File: src/rtl/fifo_rd_stream.sv
// Async FIFO read-side drainer: 2-entry skid buffer, valid/ready out.
// Define FIFO_RD_LEVEL_EN to build the read-domain fill-level output.
module fifo_rd_stream #(
    parameter int DATASIZE = 8,
    parameter int ADDRSIZE = 4
) (
    input  logic                i_rd_clk,
    input  logic                i_rd_rst_n,
    input  logic                i_empty,
    output logic                o_rd_en,
    input  logic [DATASIZE-1:0] i_rd_data,
    input  logic [ADDRSIZE:0]   i_rd_ptr,
    input  logic [ADDRSIZE:0]   i_wr_ptr_clx,
    output logic                o_valid,
    input  logic                i_ready,
    output logic [DATASIZE-1:0] o_data,
    output logic [ADDRSIZE:0]   o_rd_level
);

    typedef enum logic [1:0] {
        S0 = 2'd0,
        S1 = 2'd1,
        S2 = 2'd2
    } state_t;

    state_t              state;
    state_t              state_nxt;
    logic                inflight;
    logic                pop;
    logic                push;
    logic [2:0]          fill;
    logic [DATASIZE-1:0] buf0;
    logic [DATASIZE-1:0] buf1;

    assign o_valid = (state != S0);
    assign o_data  = buf0;
    assign pop     = o_valid & i_ready;
    assign push    = inflight;

    // Words held or arriving after this cycle's pop; keep it below two.
    assign fill    = {1'b0, state} + {2'b0, inflight} - {2'b0, pop};
    assign o_rd_en = i_rd_rst_n & ~i_empty & (fill < 3'd2);

    always_ff @(posedge i_rd_clk or negedge i_rd_rst_n) begin
        if (!i_rd_rst_n) begin
            state    <= S0;
            inflight <= 1'b0;
        end else begin
            state    <= state_nxt;
            inflight <= o_rd_en;
        end
    end

    always_comb begin
        state_nxt = state;
        unique case (state)
            S0: if (push) state_nxt = S1;
            S1: begin
                if (push && !pop)      state_nxt = S2;
                else if (pop && !push) state_nxt = S0;
            end
            S2: if (pop && !push) state_nxt = S1;
            default: state_nxt = S0;
        endcase
    end

    always_ff @(posedge i_rd_clk or negedge i_rd_rst_n) begin
        if (!i_rd_rst_n) begin
            buf0 <= '0;
            buf1 <= '0;
        end else if (pop) begin
            if (push) begin
                if (state == S2) begin
                    buf0 <= buf1;
                    buf1 <= i_rd_data;
                end else begin
                    buf0 <= i_rd_data;
                end
            end else begin
                buf0 <= buf1;
            end
        end else if (push) begin
            if (state == S0) buf0 <= i_rd_data;
            else             buf1 <= i_rd_data;
        end
    end

    overflow_a : assert property (
        @(posedge i_rd_clk) disable iff (!i_rd_rst_n)
        !(state == S2 && push && !pop)
    );

`ifdef FIFO_RD_LEVEL_EN
    function automatic logic [ADDRSIZE:0] gray2bin(
        input logic [ADDRSIZE:0] g
    );
        logic [ADDRSIZE:0] b;
        b[ADDRSIZE] = g[ADDRSIZE];
        for (int i = ADDRSIZE - 1; i >= 0; i--)
            b[i] = b[i+1] ^ g[i];
        return b;
    endfunction

    logic [ADDRSIZE:0] wbin;
    logic [ADDRSIZE:0] rbin;

    assign wbin = gray2bin(i_wr_ptr_clx);
    assign rbin = gray2bin(i_rd_ptr);

    // Modular subtraction absorbs pointer wrap.
    always_ff @(posedge i_rd_clk or negedge i_rd_rst_n) begin
        if (!i_rd_rst_n) o_rd_level <= '0;
        else             o_rd_level <= wbin - rbin;
    end
`else
    logic unused_ptrs;
    assign unused_ptrs = ^{i_rd_ptr, i_wr_ptr_clx};
    assign o_rd_level  = '0;
`endif

endmodule

File: config.mk
export PLATFORM = sky130hd
export DESIGN_NAME = fifo_rd_stream
export DESIGN_NICKNAME = d
export VERILOG_FILES = /design/src/rtl/fifo_rd_stream.sv
export SDC_FILE = /design/constraint.sdc
export NUM_CORES = 1
export LEC_CHECK = 0
export CAP_MARGIN = 20
export CORE_MARGIN = 2
export CORE_UTILIZATION = 42
export DETAILED_ROUTE_END_ITERATION = 16
export MAX_ROUTING_LAYER = met4
export PLACE_DENSITY_LB_ADDON = 0.15
export SYNTH_ARGS = -nofsm -noshare
export SYNTH_HDL_FRONTEND = slang
export SYNTH_SLANG_ARGS = --single-unit
File: constraint.sdc
create_clock -name i_rd_clk -period 2.45 [get_ports i_rd_clk]
set_input_delay 0.245 -clock i_rd_clk [delete_from_list [all_inputs] [get_ports i_rd_clk]]
set_output_delay 0.245 -clock i_rd_clk [all_outputs]
set_load 0.01 [all_outputs]
---- Word-level counts from Yosys, hierarchy flattened ----
Cells that the tools add are included.
operators by class
  div/mod/pow operators ................... 0
  $mul .................................... 0
  multiplexer cells ....................... 15
  eq/ne operators ......................... 7
  shift-type cells ........................ 0
  order comparisons ....................... 1
  bitwise gates (word level) .............. 4
  reductions and logical operators ........ 11
  $add $sub $neg .......................... 2
operator list
  operator              count
  $mux W8               10
  $mux W2               4
  $ne A2 B2 Y1 const B  3
  $pmux W2 S3           1
  $reduce_and A3 Y1     2
  $reduce_bool A2 Y1    3
  $add A2 B1 Y3         1
  $and A1 B1 Y1         3
  $lt A3 B2 Y1 const B  1
  $ne A3 B3 Y1 const B  1
  $sub A3 B1 Y3         1
  $eq A2 B1 Y1 const B  1
  $eq A2 B2 Y1 const B  1
  $logic_and A1 B1 Y1   2
  $logic_not A1 Y1      2
  $logic_not A2 Y1      1
  $ne A2 B1 Y1 const B  1
  $reduce_and A2 Y1     1
  $not A1 Y1            1
word-level totals
  bits in latches ......................... 0
  input port bits ......................... 22
  word-level logic and storage cells ...... 44
  register bits ........................... 19
  output and inout port bits .............. 15
  RAM bits ................................ 0
  memories kept ........................... 0
  bits in read-only memories .............. 0

---- Logic depth before layout (Yosys ltp) ----
  word-level depth ........................ 6
  mapped depth ............................ 7
  mapped depth without buffers ............ 6

---- Worst setup path before layout ----
Ideal clock, no wire load.
  path type ............................... register to output
  start ................................... register state[1]
  end ..................................... output o_rd_en
  cell stages (with the launch flop) ...... 8
  setup slack ............................. 0.221 ns
  data arrival time ....................... 1.984 ns
  required time ........................... 2.205 ns
  buffers on the path ..................... 1
  cells stage by stage .................... dfrtp_1 > clkbuf_2 > o21ai_1 > ha_1 > nand2b_1 > fa_1 > xor2_1 > nor3_1
on the way
  cells in the longest elaborated chain, start to end .. 5
  elaborated cells on any way between the ends .. 6
  those cells by class .................... add/sub (2); order compare (1); bitwise (2); reduce/logical (1)
ends and longest elaborated chain
  what                                                                   line  text
  from (decl)                                                            26    state_t state;
  from (signal assigned)                                                 49    state <= state_nxt;
  parallel branches: the longest is 2 deep, another holds $add A2 B1 Y3  n/a
  $sub A3 B1 Y3 (*)                                                      41    assign fill = {1'b0, state} + {2'b0, inflight} - {2'b0, pop};
  $lt A3 B2 Y1 (*)                                                       42    assign o_rd_en = i_rd_rst_n & ~i_empty & (fill < 3'd2);
  $and A1 B1 Y1 (*)                                                      42
  to (decl)                                                              10    output logic o_rd_en,
Every way passes the cells marked *.

---- Worst setup path after layout ----
  start ................................... input i_ready
  end ..................................... output o_rd_en
on the way
  cells in the longest elaborated chain, start to end .. 4
ends and longest elaborated chain
  what           line  text
  from (decl)    15    input logic i_ready,
  $and A1 B1 Y1  37    assign pop = o_valid & i_ready;
  $sub A3 B1 Y3  41
  $lt A3 B2 Y1   42
  $and A1 B1 Y1  42
No other way between the ends.

==> results.cfg <==
[outcome]
status = finished clean

[route]
drc = 0
drtAntennaViolNets = 0
drt_wl_total_um = 1800
routed-via-count = 676
first_iter_violations = 8
routedWlPerCell_um = 13.4
vias_per_cell = 5.04
drtPass1Iterations = 4

[die]
die-area_um2 = 2640
design.core.area_um2 = 2170
rows = 17
chipWidth_um = 51.4
die_h_um = 51.4
num_io_pins = 37
initial_utilization_pct = 43.5

[worst_setup_path]
cp.required_ns = 2.20
worst-setup-path-type = in -> out
critical-path-max-stage-delay_ns = 0.51
reg2reg_to = inflight$_DFF_PN0_
r2r-start = state[1]$_DFFE_PN0P_
crit_path_end = o_rd_en
r2r_cells = 7
arrival_ns = 2.15
crit_path_start_kind = input pin
critPathLaunch = i_ready
cp-end-kind = output port
crit_fanout = 2
critical_path.cell_chain = clkdlybuf4s50_1 -> o21ai_2 -> ha_1 -> nand2b_4 -> fa_1 -> nand2_1 -> nor3_2 -> buf_2
critPathSlowestCell = clkdlybuf4s50_1
ff2ff_setup_slack_ns = 0.58

[cells_and_area]
num-nets-final = 131
layout_commonest_cell = clkdlybuf4s50_1
final_cell_mix = clkdlybuf4s50_1, dfrtp_1, mux2_2, buf_4
fin_cells = 134
fill_cells = 192
area_delta_synth_final_pct = 34.2
diodes = 0
drive_above_1_share_pct = 29.2

[timing]
max_clock_freq_mhz = 418
maxSlewViolCount = 0
hold_viol = 0
fin_crit_sh_pct = 97.7
min_period_ns = 2.39
finalSetupViolations = 0
fin_tns_setup_ns = 0
rsz0062_at_grt = true
skew_ns = 0.000970

[clocking]
postCtsHoldBufs = 0
clock_latency_ns = 0.29
cts_tree = done
root_buffer = clkbuf_4
clk_pin_slew_ns = 0.10
numCtsBuffers = 3
htree_levels = 1
cts_max_path_buffers = 2
cts_sinks = 19

[place]
place_inst = 128
portBuffers = 21
gp_congestion = 0.826
dp_hpwl_um = 1300

[synth]
seq_area_frac_synth_pct = 50.4
synthFlopType = dfrtp_1
synth_seq_cells = 19
yosys_warnings = 0
synth-edff-count = 0
synthesis.instances = 74
ys_async_sr_fraction_pct = 100
netlist_area_um2 = 943
avgSynthCellArea_um2 = 12.7
synth_cell_types = 25

[grt]
overflow = 0
antenna_found_initial = 0
grt_first_pass_wirelength_um = 3130
grt_pass1_vias = 722
grt_max_degree = 20
grt_usage_pct = 16.5

[power]
p_leak_nw = 0.602
design_power_total_mw = 1.42
ir_drop_mv = 0.707
powerDensity_nw_per_um2 = 1120

[min_path]
hold_class = in -> async

[job]
max_cap_violations = 0
-- cell type report --
type | instances | area [um^2] | share of cell area, %
Timing Repair Buffer | 30 | 273 | 21.5
Inverter | 2 | 7.51 | 0.593
Clock buffer | 4 | 26.3 | 2.08
Sequential cell | 19 | 475 | 37.5
Tap cell | 28 | 35.0 | 2.77
Multi-Input combinational cell | 51 | 449 | 35.5
-- synthesized netlist by cell type (2+ instances only) --
| library cell | count | area, um^2 |
|---|---|---|
| nand2_1 | 3 | 11.3 |
| a22o_1 | 6 | 52.6 |
| buf_4 | 5 | 37.5 |
| mux2_2 | 11 | 124 |
| a21o_1 | 6 | 45.0 |
| nand2b_1 | 2 | 12.5 |
| mux2_1 | 2 | 22.5 |
| nor2b_1 | 2 | 12.5 |
| inv_1 | 2 | 7.51 |
| dfrtp_1 | 19 | 475 |
| a21boi_4 | 2 | 37.5 |
-- timing repair --
| item | in CTS | in global routing |
|---|---|---|
| gates resized for setup | 6 | 1 |
| pin swaps | 0 | 3 |
| endpoints found under the setup margin | 1 | 1 |
| setup buffers | 0 | 2 |
-- how the worst min path moves through the flow --
stage,start,to,slack [ns],cells after the start
floorplan,i_rd_rst_n,buf1[0]$_DFFE_PN0P_,-0.05,0
finish,i_rd_rst_n,buf1[5]$_DFFE_PN0P_,0.32,2
global route,i_rd_rst_n,buf1[5]$_DFFE_PN0P_,0.34,2
CTS,i_rd_rst_n,buf1[5]$_DFFE_PN0P_,0.32,2
detailed placement,buf1[5]$_DFFE_PN0P_,buf1[5]$_DFFE_PN0P_,0.49,1
global placement,buf1[5]$_DFFE_PN0P_,buf1[5]$_DFFE_PN0P_,0.49,1
-- report_power, final --
group	total (mW)	internal, mW	switching, mW
registers	0.531	0.460	0.0711
clock network	0.152	0.0633	0.0890
logic	0.733	0.436	0.297
total	1.42	0.960	0.457
-- cell families after synthesis --
| logic type | after synthesis | synth area share (%) |
|---|---|---|
| AOI/OAI and AO/OA | 18 | 16.8 |
| xor gates and xnor gates | 1 | 0.929 |
| adders and majority gates | 2 | 3.45 |
| buffers and inverters | 8 | 5.31 |
| DFF | 19 | 50.4 |
| muxes | 13 | 15.5 |
| other | 1 | 0.397 |
| and+or+nand+nor | 12 | 7.16 |
-- through the flow --
step | utilization, % | area [um^2] | setup slack [ns] | hold WS [ns]
finish | 58.4 | 1270 | 0.0558 | 0.320
global route | 58.4 | 1270 | -0.0605 | 0.340
CTS | 57.3 | 1240 | 0.0452 | 0.323
detailed placement | 55.9 | 1210 | -0.405 | 0.494
global placement | 55.9 | 1210 | -0.354 | 0.486
floorplan | - | 958 | 0.221 | -0.0506
-- routing by layer --
layer | share of wire, % | wire (um) | track usage, %
met1 | 41 | 728 | 18.4
met2 | 54 | 971 | 29.5
met3 | 4.0 | 72 | 2.63
met4 | 1.4 | 25 | 6.58
met5 | 0 | 0 | -
-- worst max-delay path: cells and delay by family --
family / cells / cell delay [ns]
fa+ha+maj: 2 / 0.79
buf+inv: 2 / 0.67
simple gates: 3 / 0.38
compound gates: 1 / 0.08
-- flip-flops by register name, summed over array words and instances, names as in the netlist --
| register | flops |
|---|---|
| inflight | 1 |
| state | 2 |
| buf1 | 8 |
| o_data | 8 |
Power figures use the tool's default switching activity.
